`config.mk`:
```
export PLATFORM = sky130hd
export DESIGN_NAME = bt_uart_rx
export DESIGN_NICKNAME = d
export VERILOG_FILES = /design/src/rtl/bt_uart_rx.sv
export SDC_FILE = /design/constraint.sdc
export NUM_CORES = 1
export LEC_CHECK = 0
export BUFFER_PORTS_ARGS = -buffer_cell sky130_fd_sc_hd__buf_2
export CAP_MARGIN = 20
export CELL_PAD_IN_SITES_DETAIL_PLACEMENT = 0
export CELL_PAD_IN_SITES_GLOBAL_PLACEMENT = 1
export CORE_ASPECT_RATIO = 0.6
export CORE_MARGIN = 4
export CORE_UTILIZATION = 40
export CTS_CLUSTER_DIAMETER = 30
export DETAILED_ROUTE_END_ITERATION = 8
export PLACE_DENSITY = 0.69
export SLEW_MARGIN = 20
export SYNTH_ARGS = -nofsm -noshare
export SYNTH_HDL_FRONTEND = slang
export SYNTH_SLANG_ARGS = --single-unit
```
`constraint.sdc`:
```
create_clock -name clk -period 2.1 [get_ports clk]
set_input_delay 0.63 -clock clk [delete_from_list [all_inputs] [get_ports clk]]
set_output_delay 0.63 -clock clk [all_outputs]
set_load 0.01 [all_outputs]
```
`src/rtl/bt_uart_rx.sv`:
```
// -----------------------------------------------------------------------------
// bt_uart_rx
// UART receive front-end for the Bluetooth module link. The raw rx line is
// synchronised, a falling edge starts a frame, and every bit is sampled in the
// middle of its bit period. Frames are start + DATA_W data bits (LSB first)
// + optional parity + stop. A good frame updates data/choice/dir and pulses
// valid; a bad frame pulses frame_err and/or parity_err and leaves the held
// outputs alone.
//
// Optional feature macro: BT_RX_PARITY_EN
//   defined   : a parity bit follows the data bits; PARITY_ODD selects sense
//   undefined : no parity bit; parity_err is tied to 0
//
// Parameters
//   CLKS_PER_BIT : clock cycles per bit period (>= 4)
//   DATA_W       : data bits per frame (>= 8)
//   PARITY_ODD   : 0 = even parity, 1 = odd parity (parity builds only)
//
// Ports
//   clk        in   system clock, rising edge
//   rst        in   asynchronous active-low reset
//   rx         in   serial line, idle high, asynchronous to clk
//   data       out  last good frame, LSB = first received bit
//   valid      out  one-cycle pulse when data updates
//   frame_err  out  one-cycle pulse when the stop bit samples 0
//   parity_err out  one-cycle pulse on parity mismatch
//   busy       out  high while a frame is being received
//   choice     out  data[7:4] of the last good frame
//   dir        out  {data[3], data[0]} of the last good frame
// -----------------------------------------------------------------------------
module bt_uart_rx #(
    parameter int CLKS_PER_BIT = 10417,
    parameter int DATA_W       = 8,
    parameter int PARITY_ODD   = 0
) (
    input  logic              clk,
    input  logic              rst,
    input  logic              rx,
    output logic [DATA_W-1:0] data,
    output logic              valid,
    output logic              frame_err,
    output logic              parity_err,
    output logic              busy,
    output logic [3:0]        choice,
    output logic [1:0]        dir
);

    localparam int CNT_W = $clog2(CLKS_PER_BIT);
    localparam int IDX_W = $clog2(DATA_W + 1);

    localparam logic [CNT_W-1:0] HALF_CNT = CNT_W'(CLKS_PER_BIT / 2 - 1);
    localparam logic [CNT_W-1:0] FULL_CNT = CNT_W'(CLKS_PER_BIT - 1);
    localparam logic [IDX_W-1:0] LAST_IDX = IDX_W'(DATA_W - 1);

    typedef enum logic [2:0] {
        IDLE   = 3'd0,
        START  = 3'd1,
        DATA   = 3'd2,
        STOP   = 3'd3,
        PARITY = 3'd4
    } state_t;

`ifdef BT_RX_PARITY_EN
    localparam logic ODD_BIT = (PARITY_ODD != 0) ? 1'b1 : 1'b0;

    // Expected parity bit for a data word: XOR of all bits, inverted for odd.
    function automatic logic parity_bit(input logic [DATA_W-1:0] v, input logic odd);
        return (^v) ^ odd;
    endfunction
`else
    // Parity sense is irrelevant without a parity bit.
    logic unused_parity_odd_s;
    assign unused_parity_odd_s = (PARITY_ODD != 0);
`endif

    // Synchroniser and history flops; reset high so an idle line is not an edge.
    logic sync1_q, sync2_q, hist_q;
    logic start_edge_s;

    state_t             state_q, state_d;
    logic [CNT_W-1:0]   cnt_q, cnt_d;
    logic [IDX_W-1:0]   idx_q, idx_d;
    logic [DATA_W-1:0]  shift_q, shift_d;
    logic [DATA_W-1:0]  data_q, data_d;
    logic [3:0]         choice_q, choice_d;
    logic [1:0]         dir_q, dir_d;
    logic               valid_q, valid_d;
    logic               frame_err_q, frame_err_d;
    logic               busy_q, busy_d;
    logic               bit_end_s;
`ifdef BT_RX_PARITY_EN
    logic               par_bad_q, par_bad_d;
    logic               parity_err_q, parity_err_d;
`endif

    assign start_edge_s = hist_q & ~sync2_q;
    assign bit_end_s    = (cnt_q == FULL_CNT);

    // Input synchroniser plus history flop for falling-edge detection.
    always_ff @(posedge clk or negedge rst) begin
        if (!rst) begin
            sync1_q <= 1'b1;
            sync2_q <= 1'b1;
            hist_q  <= 1'b1;
        end else begin
            sync1_q <= rx;
            sync2_q <= sync1_q;
            hist_q  <= sync2_q;
        end
    end

    // Receive FSM: next state, counters, shift register and result outputs.
    always_comb begin
        state_d     = state_q;
        cnt_d       = cnt_q;
        idx_d       = idx_q;
        shift_d     = shift_q;
        data_d      = data_q;
        choice_d    = choice_q;
        dir_d       = dir_q;
        valid_d     = 1'b0;
        frame_err_d = 1'b0;
`ifdef BT_RX_PARITY_EN
        par_bad_d    = par_bad_q;
        parity_err_d = 1'b0;
`endif
        case (state_q)
            IDLE: begin
                if (start_edge_s) begin
                    state_d = START;
                    cnt_d   = {CNT_W{1'b0}};
`ifdef BT_RX_PARITY_EN
                    par_bad_d = 1'b0;
`endif
                end else begin
                    state_d = IDLE;
                end
            end
            START: begin
                // Half a bit in: a high line means the edge was a glitch.
                if (cnt_q == HALF_CNT) begin
                    if (sync2_q) begin
                        state_d = IDLE;
                    end else begin
                        state_d = DATA;
                        cnt_d   = {CNT_W{1'b0}};
                        idx_d   = {IDX_W{1'b0}};
                    end
                end else begin
                    cnt_d = cnt_q + CNT_W'(1);
                end
            end
            DATA: begin
                if (bit_end_s) begin
                    cnt_d   = {CNT_W{1'b0}};
                    shift_d = {sync2_q, shift_q[DATA_W-1:1]};
                    if (idx_q == LAST_IDX) begin
                        idx_d = {IDX_W{1'b0}};
`ifdef BT_RX_PARITY_EN
                        state_d = PARITY;
`else
                        state_d = STOP;
`endif
                    end else begin
                        idx_d = idx_q + IDX_W'(1);
                    end
                end else begin
                    cnt_d = cnt_q + CNT_W'(1);
                end
            end
`ifdef BT_RX_PARITY_EN
            PARITY: begin
                if (bit_end_s) begin
                    cnt_d     = {CNT_W{1'b0}};
                    par_bad_d = (sync2_q != parity_bit(shift_q, ODD_BIT));
                    state_d   = STOP;
                end else begin
                    cnt_d = cnt_q + CNT_W'(1);
                end
            end
`endif
            STOP: begin
                // Return to IDLE at mid-stop so a back-to-back start edge is seen.
                if (bit_end_s) begin
                    cnt_d   = {CNT_W{1'b0}};
                    state_d = IDLE;
`ifdef BT_RX_PARITY_EN
                    if (sync2_q && !par_bad_q) begin
`else
                    if (sync2_q) begin
`endif
                        data_d   = shift_q;
                        choice_d = shift_q[7:4];
                        dir_d    = {shift_q[3], shift_q[0]};
                        valid_d  = 1'b1;
                    end else begin
                        frame_err_d = ~sync2_q;
`ifdef BT_RX_PARITY_EN
                        parity_err_d = par_bad_q;
`endif
                    end
                end else begin
                    cnt_d = cnt_q + CNT_W'(1);
                end
            end
            default: begin
                state_d = IDLE;
            end
        endcase
        busy_d = (state_d != IDLE);
    end

    // State and datapath registers.
    always_ff @(posedge clk or negedge rst) begin
        if (!rst) begin
            state_q     <= IDLE;
            cnt_q       <= {CNT_W{1'b0}};
            idx_q       <= {IDX_W{1'b0}};
            shift_q     <= {DATA_W{1'b0}};
            data_q      <= {DATA_W{1'b0}};
            choice_q    <= 4'h0;
            dir_q       <= 2'b00;
            valid_q     <= 1'b0;
            frame_err_q <= 1'b0;
            busy_q      <= 1'b0;
`ifdef BT_RX_PARITY_EN
            par_bad_q    <= 1'b0;
            parity_err_q <= 1'b0;
`endif
        end else begin
            state_q     <= state_d;
            cnt_q       <= cnt_d;
            idx_q       <= idx_d;
            shift_q     <= shift_d;
            data_q      <= data_d;
            choice_q    <= choice_d;
            dir_q       <= dir_d;
            valid_q     <= valid_d;
            frame_err_q <= frame_err_d;
            busy_q      <= busy_d;
`ifdef BT_RX_PARITY_EN
            par_bad_q    <= par_bad_d;
            parity_err_q <= parity_err_d;
`endif
        end
    end

    assign data      = data_q;
    assign choice    = choice_q;
    assign dir       = dir_q;
    assign valid     = valid_q;
    assign frame_err = frame_err_q;
    assign busy      = busy_q;
`ifdef BT_RX_PARITY_EN
    assign parity_err = parity_err_q;
`else
    assign parity_err = 1'b0;
`endif

endmodule

```
==> flow_summary.toml, run 1 <==
[floorplanning]
fp-row-count = 20
dieArea_mm2 = 0.00647
die_x_um = 101
start_util_pct = 41.3
ios = 21
core_area_mm2 = 0.00505
fp.dieH_um = 64.0

[route]
postRouteAntennaNets = 0
dr.pass1.iters = 4
drt-initial-drc-count = 70
drt-wirelength-per-cell_um = 14.0
vias = 1482
via_per_inst = 5.27
routed_wl_mm = 3.94
route.detailed.drc = 0

[pwr]
p_int_w = 0.00113
p_total_w = 0.00148
swShare_pct = 23.8
p_sw_w = 0.000353
irDropWorstVdd_v = 0.000260
power_frac_seq_pct = 59.6
p_comb_share_pct = 6.9
p_clk_share_pct = 33.6
leakagePower_nw = 1.19
powerDensity_mw_per_mm2 = 614

[sta]
setup_violations = 0
hold_viol_final = 0
slew_viol_final = 0
post-route-period-util_pct = 96.5
min_period_ns = 2.03
worst_hold_slack_ns = 0.305
fmax_mhz = 494
rsz0062_at_grt = "yes"
worst_slack_ns = 0.0742
finalClockSkew_ns = 0.00684

[clock_tree]
cts.sinks = 43
cts_tree = "done"
clockRootBuffer = "clkbuf_8"
clock_latency_ns = 0.29
cts_buffers = 5
clk_pin_slew_ns = 0.08
htreeDepth = 2
cts_hold_buf = 0
cts_buffer_depth = 2

[critical_path]
reg2reg_from = "cnt_q[9]"
path_buf_inv = 0
critical_path.cell_chain = "nor4b_4 -> nand4_2 -> or4_4 -> a21oi_4 -> mux2i_1"
critical-path-top-delay-family = "simple AND/OR/NAND/NOR gates"
r2r_slack_ns = 0.07
slowest_stage = "or4_4"
reg2regPathDepth = 5
critical_path_class = "flip-flop to flip-flop"
cp_max_fo = 5
critPathLaunchType = "flip-flop"
crit_arrival_ns = 2.22
max_stage_delay_ns = 0.49
r2r-end = "idx_q[1]"
end_kind = "flip-flop"
worstPathRequired_ns = 2.30

[placed_design]
gp_congestion = 0.810
io_buffers = 19
hpwlAfterDp_mm = 2.81
place_inst = 269
dp_worst_setup_slack_ns = 0.0971

[yosys]
synth-seq-area-share_pct = 51.7
async_reset_ff_share_pct = 100
synthCells = 186
synth_seq_cells = 43
syn_area_mm2 = 0.00209
yosys_warnings = 0
synth_cell_type_count = 48
ys.flop_type = "dfrtp_1"
synth_area_leaders = "dfrtp_1 (48%), mux2_2 (7.6%), dfstp_2 (3.8%), nand2_1 (3.6%), a31oi_1 (3.0%)"
yosysTopAreaCellShare_pct = 48.0
synth_edf_count = 0
synth_top_cell_by_area = "dfrtp_1"
syn_area_per_cell_um2 = 11.2

[finish]
drive_gt1_share_pct = 31.2
fin_nets = 220
finalNonFillerCells = 281
syn_to_final_growth_pct = 15.7
num_antenna_cells = 0
fillers = 458

[global_routing]
antenna_found_initial = 0
track_usage_pct = 13.4
grt_overflow_total = 0
grt_pass1_wl_mm = 6.85
grt_pass1_vias = 1394
grt_max_degree = 44

[flow_run]
cap_viol_max_count = 0

[worst_hold_path]
hp-class = "primary input to async pin"

[run_status]
outcome = "finished, final reports clean"
-- cells by family after synthesis --
family,Yosys count,share of synthesized area (%)
other,1,0.180
muxes,18,9.59
buffers and inverters,21,5.52
xor gates and xnor gates,1,0.420
and+or+nand+nor,61,18.2
AOI/OAI and AO/OA,38,12.6
adders and majority gates,3,1.80
DFF,43,51.7
-- area by class of cell --
| cell class | count | area, um2 | area share [%] |
|---|---|---|---|
| Clock buffer | 7 | 76.3 | 3.16 |
| Clock inverter | 1 | 5.00 | 0.207 |
| Inverter | 9 | 33.8 | 1.40 |
| Multi-Input combinational cell | 123 | 915 | 37.9 |
| Sequential cell | 43 | 1080 | 44.8 |
| Tap cell | 66 | 82.6 | 3.42 |
| Timing Repair Buffer | 32 | 221 | 9.17 |
-- cell usage after synthesis, drive strengths merged, types with 2 or more instances --
cell type / count
mux2: 16
nor2b: 2
mux2i: 2
a21oi: 7
dfrtp: 40
nor2: 7
nand4: 3
buf: 10
ha: 3
and3: 4
a221o: 2
and4: 2
dfstp: 3
a211oi: 2
a31oi: 10
o21ai: 7
nor3b: 2
clkbuf: 2
nand3: 8
inv: 9
o311ai: 3
nand2: 20
nand2b: 4
and4bb: 2
-- routing by layer --
metal | part of all wire [%] | vias up | track usage, %
met4 | 0.74 | 0 | 4.15
met1 | 53 | 743 | 19.9
met2 | 43 | 20 | 18.6
met5 | 0 | - | 0
met3 | 3.2 | 2 | 4.03
li1 | - | 717 | -
-- power groups by stage --
stage / Combinational (W) / Sequential (W) / Clock, W
2_1_floorplan: 0.0000555 / 0.000888 / 0
3_3_place_gp: 0.0000918 / 0.000895 / 0
3_5_place_dp: 0.0000932 / 0.000897 / 0
4_1_cts: 0.0000937 / 0.000881 / 0.000517
5_1_grt: 0.000119 / 0.000887 / 0.000555
6_report: 0.000102 / 0.000882 / 0.000498
-- flip-flops by register name, indices dropped and copies added (netlist names) --
register and cells:
busy 1, hist_q 1, data 8, cnt_q 14, idx_q 4, valid 1
sync2_q 1, sync1_q 1, state_q 3, shift_q 8, frame_err 1
-- worst max-delay path by stage --
| stage | cells after the start | slack [ns] | end | from |
|---|---|---|---|---|
| after floorplan | 7 | 0.26 | idx_q[1] | cnt_q[0] |
| after global placement | 6 | 0.16 | cnt_q[3] | cnt_q[9] |
| after CTS | 7 | 0.07 | idx_q[1] | cnt_q[0] |
| final | 5 | 0.07 | idx_q[1] | cnt_q[9] |
| after global routing | 5 | -0.02 | idx_q[1] | cnt_q[9] |
| after detailed placement | 7 | 0.1 | idx_q[1] | cnt_q[0] |
-- stage by stage --
stage               cell area [um2]  utilization (%)  setup TNS [ns]
global route                   2410             47.8         -0.0499
global placement               2280             45.1               0
detailed placement             2280             45.1               0
floorplan                      2090                -               0
CTS                            2360             46.7               0
finish                         2410             47.8               0
-- layout by cell type (no fill, tap or decap), types with 3 or more instances in the layout --
master    synthesis  layout
nand3_1           8       8
a31oi_1          10      10
buf_4             7      10
clkbuf_8          0       5
mux2_2           14      14
inv_1             8       8
dfrtp_1          40      39
o311ai_1          3       3
nor2_1            7       7
ha_1              3       3
o21ai_0           5       5
nand2b_1          4       4
and3_1            4       4
dfstp_2           3       3
nand2_1          20      20
buf_2             2      19
a21oi_1           6       6
-- what timing repair did --
item,CTS,global route
endpoints found under the setup margin,0,3
setup buffers,0,4
resized for setup,0,5
No activity file was read; power rests on OpenSTA's default activity.
==> run 2: changes to the inputs <==
RECOVER_POWER = 50   (was not set)
==> flow_summary.toml, run 2 (same netlist as run 1, synthesis figures left out) <==
[sta]
hold_viol_final = 0
post-route-period-util_pct = 96.3
finalClockSkew_ns = 0.00677
tns_ns = 0
min_period_ns = 2.02
relSlewSlack_pct = 30.0
setup_violations = 0
worst_slack_ns = 0.0779
fmax_mhz = 495
tightestPinTransition_ns = 1.05
rsz0062_at_grt = "yes"
slew_viol_final = 0

[global_routing]
antenna_found_initial = 0
grt_use_met3_pct = 4.03
use_met2_pct = 18.6
grt_pass1_wl_mm = 6.85
grt.busiest_layer = "met1"
track_usage_pct = 13.4
use_met1_pct = 19.9
grt_overflow_total = 0
grt_max_degree = 44
grt_pass1_vias = 1394

[clock_tree]
htreeDepth = 2
cts.sinks = 43
cts_buffers = 5
cts_tree = "done"
clockRootBuffer = "clkbuf_8"
clk_pin_slew_ns = 0.08
cts_hold_buf = 0
clock_latency_ns = 0.29
cts_buffer_depth = 2

[critical_path]
critical-path-top-delay-family = "simple AND/OR/NAND/NOR gates"
critPathLaunchType = "flip-flop"
critical_path.cell_chain = "nor4b_4 -> nand4_2 -> or4_4 -> a21oi_4 -> mux2i_1"
end_kind = "flip-flop"
path_buf_inv = 0
startpoint = "cnt_q[9]"
cp_max_fo = 5
slowest_stage = "or4_4"
critical_path_class = "flip-flop to flip-flop"
reg2reg_from = "cnt_q[9]"
max_stage_delay_ns = 0.49
worstPathRequired_ns = 2.30
crit_arrival_ns = 2.22
r2r_slack_ns = 0.08

[floorplanning]
ios = 21
core_area_mm2 = 0.00505
dieArea_mm2 = 0.00647
fp-row-count = 20
fp.dieH_um = 64.0
start_util_pct = 41.3
die_x_um = 101

[finish]
layout_commonest_cell = "dfrtp_1"
largest-register = "cnt_q"
num_antenna_cells = 0
fin_nets = 220
final_cell_mix = "dfrtp_1 (39), nand2_1 (20), buf_2 (16)"
utilization_pct = 47.4
design_area_mm2 = 0.00240
fillers = 457
syn_to_final_growth_pct = 14.8
drive_gt1_share_pct = 29.8
largest_register_ffs = 14

[run_status]
outcome = "finished, final reports clean"

[placed_design]
placed_area_mm2 = 0.00228
io_buffers = 19
hpwlAfterDp_mm = 2.81
gp_congestion = 0.810
dp_worst_setup_slack_ns = 0.0971

[route]
drt-wirelength-per-cell_um = 14.0
route.detailed.drc = 0
vias = 1482
via_per_inst = 5.27
routed_wl_mm = 3.94
drt-initial-drc-count = 70
postRouteAntennaNets = 0
dr.pass1.iters = 4

[worst_hold_path]
hp-start = "sync1_q"
hp-class = "flip-flop to flip-flop"

[flow_run]
cap_viol_max_count = 0

[pwr]
powerDensity_mw_per_mm2 = 617
irDropWorstVdd_v = 0.000260
leakagePower_nw = 1.17
## run 2: cell types whose count changed in the layout (fill, tap and decap cells not counted), sizes merged
cell,change
buf,-4
clkbuf,+4
## run 2: cell type report
cell class	instances	area (um2)	share of cell area [%]
sequential	43	1080	45.1
clock buffer	7	76.3	3.19
timing repair buffer	32	203	8.46
tap	66	82.6	3.45
multi-input combinational	123	915	38.2
clock inverter	1	5.00	0.209
inverter	9	33.8	1.41
## run 2: layer usage
metal	up-vias	part of all wire (%)
li1	717	-
met1	743	53
met2	20	43
met3	2	3.2
met4	0	0.74
met5	-	0
## run 2: path summary, 6_finish.rpt
path                                  end  cells past startpoint
worst max-delay path             idx_q[1]                      5
worst min-delay path              sync2_q                      0
worst max register to register   idx_q[1]                      5
worst min register to register    sync2_q                      0
max in group asynchronous        cnt_q[9]                      2
min in group asynchronous       cnt_q[10]                      2
## run 2: metrics by stage
step | cells | power (W) | hold WS (ns)
floorplan | 187 | 0.000943 | 0.334
global placement | 269 | 0.000986 | 0.347
detailed placement | 269 | 0.000990 | 0.348
CTS | 277 | 0.00149 | 0.311
global route | 281 | 0.00156 | 0.361
finish | 281 | 0.00148 | 0.359
## run 2: report_power, final
| part | switching, W | total, W | internal [W] |
|---|---|---|---|
| Clock | 0.000264 | 0.000498 | 0.000234 |
| Combinational | 0.0000576 | 0.0000974 | 0.0000398 |
| Sequential | 0.0000306 | 0.000883 | 0.000852 |
## run 2: worst register-to-register path, cell delays in order, from the launching register on
cell and delay (ns):
dfrtp_2 0.45, nor4b_4 0.38, nand4_2 0.21, or4_4 0.49, a21oi_4 0.19, mux2i_1 0.22
## run 2: what timing repair did
item | 4_1_cts | 5_1_grt
setup endpoints to repair | 0 | 3
gates resized for setup | 0 | 5
setup buffers | 0 | 4
==> run 3: changes to the inputs <==
PLACE_DENSITY = not set   (was 0.69)
PLACE_DENSITY_LB_ADDON = 0.1   (was not set)
==> flow_summary.toml, run 3 (same netlist as run 1, synthesis figures left out) <==
[floorplanning]
die_x_um = 101
dieArea_mm2 = 0.00647
fp-row-count = 20
fp.dieH_um = 64.0
core_area_mm2 = 0.00505
start_util_pct = 41.3
ios = 21

[sta]
post-route-period-util_pct = 95.3
tightestPinTransition_ns = 1.04
worst_slack_ns = 0.0993
worst_hold_slack_ns = 0.362
setup_violations = 0
slew_viol_final = 0
relSlewSlack_pct = 30.8
min_period_ns = 2.00
tns_ns = 0
hold_viol_final = 0
fmax_mhz = 500
rsz0062_at_grt = "yes"
finalClockSkew_ns = 0.00762

[critical_path]
r2r_slack_ns = 0.1
critical_path_class = "flip-flop to flip-flop"
critical_path.cell_chain = "inv_1 -> ha_1 -> and4bb_2 -> nand4_4 -> or3b_4 -> a21oi_4 -> mux2i_1"
slowest_stage = "or3b_4"
crit_arrival_ns = 2.22
max_stage_delay_ns = 0.43
end_kind = "flip-flop"
startpoint = "cnt_q[0]"
cp_max_fo = 6
critPathLaunchType = "flip-flop"
critical_path.endpoint = "idx_q[1]"
reg2regPathDepth = 7
r2r-end = "idx_q[1]"
reg2reg_from = "cnt_q[0]"
worstPathRequired_ns = 2.32

[placed_design]
io_buffers = 19
hpwlAfterDp_mm = 2.97
placed_area_mm2 = 0.00230
dp_worst_setup_slack_ns = 0.0461
gp_congestion = 0.875
place_inst = 273

[clock_tree]
clk_pin_slew_ns = 0.08
cts_buffer_depth = 2
cts_buffers = 5
htreeDepth = 2
clockRootBuffer = "clkbuf_8"
cts.sinks = 43
cts_hold_buf = 0
cts_tree = "done"
clock_latency_ns = 0.30

[global_routing]
grt_pass1_vias = 1394
grt_overflow_total = 0
antenna_found_initial = 0
grt_max_degree = 44
track_usage_pct = 14.6
grt_pass1_wl_mm = 7.27

[route]
drt-wirelength-per-cell_um = 15.4
vias = 1512
routed_wl_mm = 4.38
drt-initial-drc-count = 92
route.detailed.drc = 0
dr.pass1.iters = 4
postRouteAntennaNets = 0
via_per_inst = 5.32

[flow_run]
cap_viol_max_count = 0

[finish]
largest-register = "cnt_q"
syn_to_final_growth_pct = 17.8
finalNonFillerCells = 284
design_area_mm2 = 0.00246
drive_gt1_share_pct = 31.2
num_antenna_cells = 0
fillers = 480
largest_register_ffs = 14
layout_commonest_cell = "dfrtp_1"
final_cell_mix = "dfrtp_1 (40), nand2_1 (19), buf_2 (16)"
fin_nets = 223

[pwr]
leakagePower_nw = 1.21
powerDensity_mw_per_mm2 = 669
irDropWorstVdd_v = 0.000468

[worst_hold_path]
hp-class = "flip-flop to flip-flop"

[run_status]
outcome = "finished, final reports clean"
[run 3: area by class of cell]
type	count	area, um2	share of cell area, %
flip-flops and latches	43	1080	43.9
multi-input cells	125	951	38.7
repair buffers	33	194	7.89
clock buffers	6	82.6	3.36
well taps	66	82.6	3.36
clock inverters	2	35.0	1.42
inverters	9	33.8	1.37
[run 3: routing by layer]
metal / part of all wire [%] / track usage (%) / routed length (um)
met5: 0 / 0 / 0
met4: 1.1 / 4.98 / 50
met3: 5.9 / 4.25 / 260
met2: 39 / 17.8 / 1720
met1: 54 / 23.6 / 2350
[run 3: worst min path at each step]
stage / from / to / slack, ns / depth (start not counted)
6_report: sync1_q / sync2_q / 0.36 / 0
5_1_grt: sync1_q / sync2_q / 0.37 / 0
3_3_place_gp: sync1_q / sync2_q / 0.35 / 0
2_1_floorplan: rst / busy / 0.33 / 0
3_5_place_dp: sync1_q / sync2_q / 0.35 / 0
4_1_cts: rst / cnt_q[11] / 0.29 / 2
[run 3: timing repair]
action | 4_1_cts | 5_1_grt
endpoints found under the setup margin | 0 | 14
buffers inserted | 0 | 1
endpoints found under the hold margin | 0 | 0
gates resized for setup | 0 | 5
[run 3: per-stage QoR]
stage          utilization (%)  total power (W)
3_5_place_dp              45.4         0.000991
4_1_cts                   47.8          0.00167
3_3_place_gp              45.4         0.000983
6_report                  48.6          0.00164
5_1_grt                   48.6          0.00173
2_1_floorplan                -         0.000943
[run 3: worst max-delay path: cells and delay by family (launching register included)]
kind            cells  cell delay [ns]
simple gates        3             0.84
flops               1             0.42
compound gates      1             0.20
mux                 1             0.20
fa+ha+maj           1             0.16
buf+inv             1             0.11
[run 3: report_power, final]
group	internal, W	leakage [nW]	total [W]	switching (W)
combinational	0.0000339	0.566	0.0000941	0.0000602
sequential	0.000852	0.585	0.000883	0.0000312
clock	0.000385	0.0612	0.000668	0.000283
total	0.00127	1.21	0.00164	0.000374
